$ cat src/rtl/wb_stage.sv
// rtl/wb_stage.sv - accumulator/flag writeback and single-outstanding memory sequencer
module wb_stage #(
   parameter int MEM_TIMEOUT = 15
) (
   input  logic       Clock,
   input  logic       Reset,
   input  logic       iValid,
   output logic       oReady,
   input  logic [5:0] iOpcode,
   input  logic [8:0] iAluOut,
   input  logic [7:0] iConst,
   output logic [7:0] oA,
   output logic [7:0] oB,
   output logic       oC,
   output logic       oZ,
   output logic       oN,
   output logic [7:0] oMemAddr,
   output logic [7:0] oMemWData,
   output logic       oMemWE,
   output logic       oMemRE,
   input  logic [7:0] iMemRData,
   input  logic       iMemRValid,
   output logic       oDone,
   output logic       oErr
);

   localparam logic [5:0] LDA   = 6'd0,  LDB   = 6'd1,  STA   = 6'd2,  STB   = 6'd3;
   localparam logic [5:0] ADDA  = 6'd4,  ADDB  = 6'd5,  ADDCA = 6'd6,  ADDCB = 6'd7;
   localparam logic [5:0] SUBA  = 6'd8,  SUBB  = 6'd9,  SUBCA = 6'd10, SUBCB = 6'd11;
   localparam logic [5:0] ANDA  = 6'd12, ANDB  = 6'd13, ANDCA = 6'd14, ANDCB = 6'd15;
   localparam logic [5:0] ORA   = 6'd16, ORB   = 6'd17, ORCA  = 6'd18, ORCB  = 6'd19;
   localparam logic [5:0] ASLA  = 6'd20, ASRA  = 6'd21, LDCA  = 6'd22, LDCB  = 6'd23;

   // cnt counts cycles elapsed since the read-strobe cycle; LAST is the final wait cycle
   localparam logic [7:0] LAST = 8'(MEM_TIMEOUT - 1);

   typedef enum logic [1:0] {IDLE, MEMRD, MEMWAIT, MEMWR} state_t;

   state_t     state, state_nx;
   logic [7:0] cnt, cnt_nx;
   logic       ld_b, ld_b_nx;
   logic [7:0] a_nx, b_nx, addr_nx, wdata_nx;
   logic       c_nx, z_nx, n_nx, we_nx, re_nx, done_nx, err_nx;
   logic       is_alu, is_ld, is_st, dst_b, alu_carry;

   assign oReady = (state == IDLE);

   always_comb begin
      is_alu    = 1'b0;
      is_ld     = 1'b0;
      is_st     = 1'b0;
      dst_b     = 1'b0;
      alu_carry = 1'b0;
      case (iOpcode)
         ADDA, ADDCA, SUBA, SUBCA, ASLA: begin is_alu = 1'b1; alu_carry = 1'b1; end
         ADDB, ADDCB, SUBB, SUBCB:       begin is_alu = 1'b1; alu_carry = 1'b1; dst_b = 1'b1; end
         ANDA, ANDCA, ORA, ORCA, ASRA, LDCA: is_alu = 1'b1;
         ANDB, ANDCB, ORB, ORCB, LDCB:   begin is_alu = 1'b1; dst_b = 1'b1; end
         STA:                            is_st = 1'b1;
         STB:                            begin is_st = 1'b1; dst_b = 1'b1; end
         LDA:                            is_ld = 1'b1;
         LDB:                            begin is_ld = 1'b1; dst_b = 1'b1; end
         default:                        is_alu = 1'b0;
      endcase
   end

   always_comb begin
      state_nx = state;
      cnt_nx   = cnt;
      ld_b_nx  = ld_b;
      a_nx     = oA;
      b_nx     = oB;
      c_nx     = oC;
      z_nx     = oZ;
      n_nx     = oN;
      addr_nx  = oMemAddr;
      wdata_nx = oMemWData;
      we_nx    = 1'b0;
      re_nx    = 1'b0;
      done_nx  = 1'b0;
      err_nx   = oErr;
      case (state)
         IDLE: begin
            if (iValid) begin
               if (is_alu) begin
                  if (dst_b) b_nx = iAluOut[7:0];
                  else       a_nx = iAluOut[7:0];
                  c_nx    = alu_carry ? iAluOut[8] : 1'b0;
                  z_nx    = (iAluOut[7:0] == 8'h00);
                  n_nx    = iAluOut[7];
                  done_nx = 1'b1;
               end else if (is_st) begin
                  addr_nx  = iConst;
                  wdata_nx = iAluOut[7:0];
                  state_nx = MEMWR;
               end else if (is_ld) begin
                  addr_nx  = iConst;
                  ld_b_nx  = dst_b;
                  re_nx    = 1'b1;
                  state_nx = MEMRD;
               end else begin
                  done_nx = 1'b1;
               end
            end
         end
         MEMRD: begin
            cnt_nx = 8'd1;
            if (MEM_TIMEOUT == 1) begin
               err_nx   = 1'b1;
               done_nx  = 1'b1;
               state_nx = IDLE;
            end else begin
               state_nx = MEMWAIT;
            end
         end
         MEMWAIT: begin
            // data arriving in the final wait cycle still beats the timeout
            if (iMemRValid) begin
               if (ld_b) b_nx = iMemRData;
               else      a_nx = iMemRData;
               z_nx     = (iMemRData == 8'h00);
               n_nx     = iMemRData[7];
               done_nx  = 1'b1;
               state_nx = IDLE;
            end else if (cnt == LAST) begin
               err_nx   = 1'b1;
               done_nx  = 1'b1;
               state_nx = IDLE;
            end else begin
               cnt_nx = cnt + 8'd1;
            end
         end
         MEMWR: begin
            we_nx    = 1'b1;
            done_nx  = 1'b1;
            state_nx = IDLE;
         end
         default: state_nx = IDLE;
      endcase
   end

   always_ff @(posedge Clock) begin
      if (Reset) begin
         state     <= IDLE;
         cnt       <= 8'd0;
         ld_b      <= 1'b0;
         oA        <= 8'd0;
         oB        <= 8'd0;
         oC        <= 1'b0;
         oZ        <= 1'b0;
         oN        <= 1'b0;
         oMemAddr  <= 8'd0;
         oMemWData <= 8'd0;
         oMemWE    <= 1'b0;
         oMemRE    <= 1'b0;
         oDone     <= 1'b0;
         oErr      <= 1'b0;
      end else begin
         state     <= state_nx;
         cnt       <= cnt_nx;
         ld_b      <= ld_b_nx;
         oA        <= a_nx;
         oB        <= b_nx;
         oC        <= c_nx;
         oZ        <= z_nx;
         oN        <= n_nx;
         oMemAddr  <= addr_nx;
         oMemWData <= wdata_nx;
         oMemWE    <= we_nx;
         oMemRE    <= re_nx;
         oDone     <= done_nx;
         oErr      <= err_nx;
      end
   end

endmodule
$ cat config.mk
export PLATFORM = sky130hd
export DESIGN_NAME = wb_stage
export DESIGN_NICKNAME = d
export VERILOG_FILES = /design/src/rtl/wb_stage.sv
export SDC_FILE = /design/constraint.sdc
export NUM_CORES = 1
export LEC_CHECK = 0
export CAP_MARGIN = 20
export CORE_ASPECT_RATIO = 1.25
export CORE_UTILIZATION = 49
export CTS_CLUSTER_SIZE = 16
export DETAILED_ROUTE_END_ITERATION = 16
export PLACE_DENSITY_LB_ADDON = 0.1
export SETUP_SLACK_MARGIN = 0.4
export SLEW_MARGIN = 30
export SYNTH_ARGS = -nofsm -noshare
export SYNTH_HDL_FRONTEND = slang
export SYNTH_SLANG_ARGS = --single-unit
$ cat constraint.sdc
create_clock -name Clock -period 3.2 [get_ports Clock]
set_input_delay 0.64 -clock Clock [delete_from_list [all_inputs] [get_ports Clock]]
set_output_delay 0.64 -clock Clock [all_outputs]
set_load 0.02 [all_outputs]
==> run summary <==
The die is 62.6 µm wide. Based on the critical path, the design can be clocked at up to 387 MHz. The number of antenna diodes in the final layout is 0. The via count of the first global-routing pass is 1,935. The capturing point of the worst reg2reg path was oA[3]. The die outline height is 77.7 µm. Global routing finished with a remaining overflow of 0. The top-level port count is 75. The average wire per standard cell was 14.1 µm; the average size of a mapped cell was 9.21 µm². The Yosys step of the flow raised 0 warnings. The initial utilization of the core area, before any placement, comes to 51.2%.

The class of the tightest hold or removal check was reg -> reg. The maximum fanout along the worst path came out at 9. The clock-pin slew on the worst setup and hold paths was 90 ps. The pre-antenna-repair detailed-routing pass consisted of 4 iterations. The logs give 4870 µm² for the die area and 2 for the number of buffers on the longest clock path. The cell area after synthesis is 2250 µm², and the synthesized netlist net count is 281. Between clock sinks in the finished design, the worst skew comes to 10.4 ps. Clock tree synthesis found a total of 50 sinks. The total negative setup slack is 0 ps, and the fraction of synthesized cell area taken by the top area cell type is 44.5%.

The logs give 52.9% for the remaining max-slew budget at the tightest pin and 2810 ps for the worst endpoint data arrival time. The count of flip-flops with a built-in enable after synthesis is 0, and the sequential area share after synthesis is 44.5%. The count of final hold-check violations was 0; the required time of the critical path was 3430 ps. The worst hold path cell count came out at 2. The first global-routing pass estimated 8.86 mm of wire. Measured in cells, the most critical reg-to-reg path has a length of 4. The tools report the number of buffers added for setup after CTS as 0.

The number of remaining DRC errors was 0; the layout overhead on the synthesized area was 41.2%. The tools report the maximum resistive drop on vdd as 0.349 mV. Of all flip-flops after synthesis, the portion carrying an async set or reset was 0%. The tool flagged a number of max-cap violations equal to 0. Among all flip-flop cells after synthesis, the most frequent one is sky130_fd_sc_hd__dfxtp_1. The setup check on the worst reg-to-reg path leaves a slack of 1010 ps.

The number of cells upsized or downsized after cts came out at 0. Setup repair after global routing left no endpoint under its margin. The most common cell in the synthesized netlist is sky130_fd_sc_hd__dfxtp_1. The netlist uses 44 different library cells. The final critical delay including setup and external delays was 2580 ps.

Kind of start point of the critical path: a primary input. The logs give 355 for the net total in the final layout and 4390 µm² for the placeable core area. In this run the most critical hold path is launched from oMemAddr[0]. Entering global routing, the biggest net connects 23 pins. Yosys attributes the largest share of cell area to sky130_fd_sc_hd__dfxtp_1 45%, sky130_fd_sc_hd__a211oi_1 10%, sky130_fd_sc_hd__mux2i_1 7.6%, sky130_fd_sc_hd__nand2_1 3.7%, sky130_fd_sc_hd__nor2_1 3.7%.

The overall power after layout came out at 1.26 mW. The quantity of I/O buffers inserted on ports works out to 74. Measured slew at the worst slew-check pin: 700 ps.

The share of power burned in the clock network was 34.6%; the sequential group share of total power was 51.3%. TritonCTS built the clock tree. For hold timing, the worst endpoint is oMemAddr[0]. Sorting the synthesized cells by how often they occur yields 50 x sky130_fd_sc_hd__dfxtp_1, 31 x sky130_fd_sc_hd__a211oi_1, 22 x sky130_fd_sc_hd__nand2_1, 22 x sky130_fd_sc_hd__nor2_1, 17 x sky130_fd_sc_hd__mux2i_1. The via density per instance is 5.60, and the placer congestion estimate is 0.830. The initialized floorplan defines 27 standard-cell rows.

The starting DRC count in detailed routing is 105. The remaining antenna violation count is 0, and the hold buffer count at cts is 0. The worst setup path is captured at a flip-flop.

Cell internal power was estimated by the tool at 0.958 mW. The number of antenna violations at the first check in global routing was 0. Number of pins exceeding their max-slew limit in the final report: 0. The power per unit of standard cell area is 396 nW/µm².

The most area-hungry cell type in the Yosys netlist was sky130_fd_sc_hd__dfxtp_1. Global routing consumed, over all layers together, 22.8% of the routing resources. The routed design has 5.30 mm of wire.

Of the total power, combinational logic draws 14.1%. The net switching power figure came out at 0.298 mW. The synthesized design contains 50 register bits. In this run switching power makes up 23.7% of total power.

The fraction of the cycle the final worst path needs is 80.7%, and the number of instances in the synthesized netlist is 244. The leakage dissipation was 1.15 nW; the vias after detailed routing was 2,110. Clock tree synthesis selected as its root buffer the cell sky130_fd_sc_hd__clkbuf_8. The run finished with clean final reports. In the final layout, the share of cells above drive strength 1 is 7.21%. For the worst-skew pair, the clock arrives at the later sink with an insertion delay of 300 ps. H-tree depth: 2. The tools report the launch point of the worst reg-to-reg path as state[1].

Clock buffer count from CTS: 5. The tools report the HPWL after detailed placement as 3.96 mm. The critical path in this run is classified as in -> reg. The tools report the final setup violation count as 0.
## routing by layer
metal / global-route usage (%) / up-vias / share of wire, %
met5: 0 / - / 0
met4: 6.05 / 0 / 0.68
met3: 5.88 / 4 / 5.5
met2: 36.5 / 56 / 47
met1: 30.1 / 993 / 47
li1: - / 1057 / -
## critical path, cell delays in order
cell and delay, ps:
sky130_fd_sc_hd__clkdlybuf4s50_1 500, sky130_fd_sc_hd__or3b_1 380, sky130_fd_sc_hd__or4b_1 640, sky130_fd_sc_hd__or4_1 530
sky130_fd_sc_hd__o2111ai_1 120
## power by group through the flow
| stage | clock [mW] | combinational [mW] | sequential (mW) |
|---|---|---|---|
| floorplan | 0 | 0.0634 | 0.675 |
| global placement | 0 | 0.175 | 0.660 |
| detailed placement | 0 | 0.176 | 0.660 |
| CTS | 0.441 | 0.177 | 0.646 |
| global route | 0.470 | 0.191 | 0.648 |
| finish | 0.435 | 0.177 | 0.645 |
## stage by stage
step           hold WS [ps]  util [%]  instances  setup WS (ps)  cell area, µm²
6_report                457      72.3        377            619            3180
4_1_cts                 459      72.3        377            622            3180
3_3_place_gp            442      69.8        369            354            3070
3_5_place_dp            448      69.8        369            313            3070
5_1_grt                 488      72.3        377            549            3180
2_1_floorplan           480         -        244            959            2250
## cell type report
type                            count  area, µm²
Fill cell                         365       1220
Multi-Input combinational cell    176       1180
Sequential cell                    50       1000
Timing Repair Buffer               82        801
Tap cell                           58       72.6
Clock buffer                        5       68.8
Clock inverter                      3       40.0
Inverter                            3       11.3
## sequential cells by signal (all words and copies together) (netlist names), 2 cells and up
register	count
oMemWData	8
oB	8
oMemAddr	8
oA	8
state	2
cnt	8
## worst max path at each step
| stage | to | cells after the start | slack (ps) | startpoint |
|---|---|---|---|---|
| 4_1_cts | oA[3] | 5 | 620 | iValid |
| 3_5_place_dp | oA[3] | 5 | 310 | iValid |
| 3_3_place_gp | oA[3] | 5 | 350 | iValid |
| 2_1_floorplan | oA[3] | 5 | 960 | iValid |
| 6_report | oA[3] | 5 | 620 | iValid |
| 5_1_grt | oA[3] | 5 | 550 | iValid |
## cell families after synthesis
logic type / Yosys count / share of synthesized area [%]
compound gates: 54 / 17.0
xor+xnor: 7 / 2.73
fa+ha+maj: 2 / 1.11
buf+inv: 18 / 3.23
flops: 50 / 44.5
mux: 18 / 8.07
simple gates: 95 / 23.3
## cells in the final DEF (no fill, tap or decap), types with 4 or more instances in the layout
cell                              instances
sky130_fd_sc_hd__buf_4                    8
sky130_fd_sc_hd__nand2_1                 22
sky130_fd_sc_hd__nor2_1                  22
sky130_fd_sc_hd__nor3b_1                  5
sky130_fd_sc_hd__dfxtp_1                 50
sky130_fd_sc_hd__clkbuf_8                 5
sky130_fd_sc_hd__nand3_1                 11
sky130_fd_sc_hd__xnor2_1                  4
sky130_fd_sc_hd__a211oi_1                31
sky130_fd_sc_hd__nor3_1                   5
sky130_fd_sc_hd__clkdlybuf4s50_1         74
sky130_fd_sc_hd__mux2i_1                 17
sky130_fd_sc_hd__a21oi_1                 10
Power figures use the tool's default switching activity.
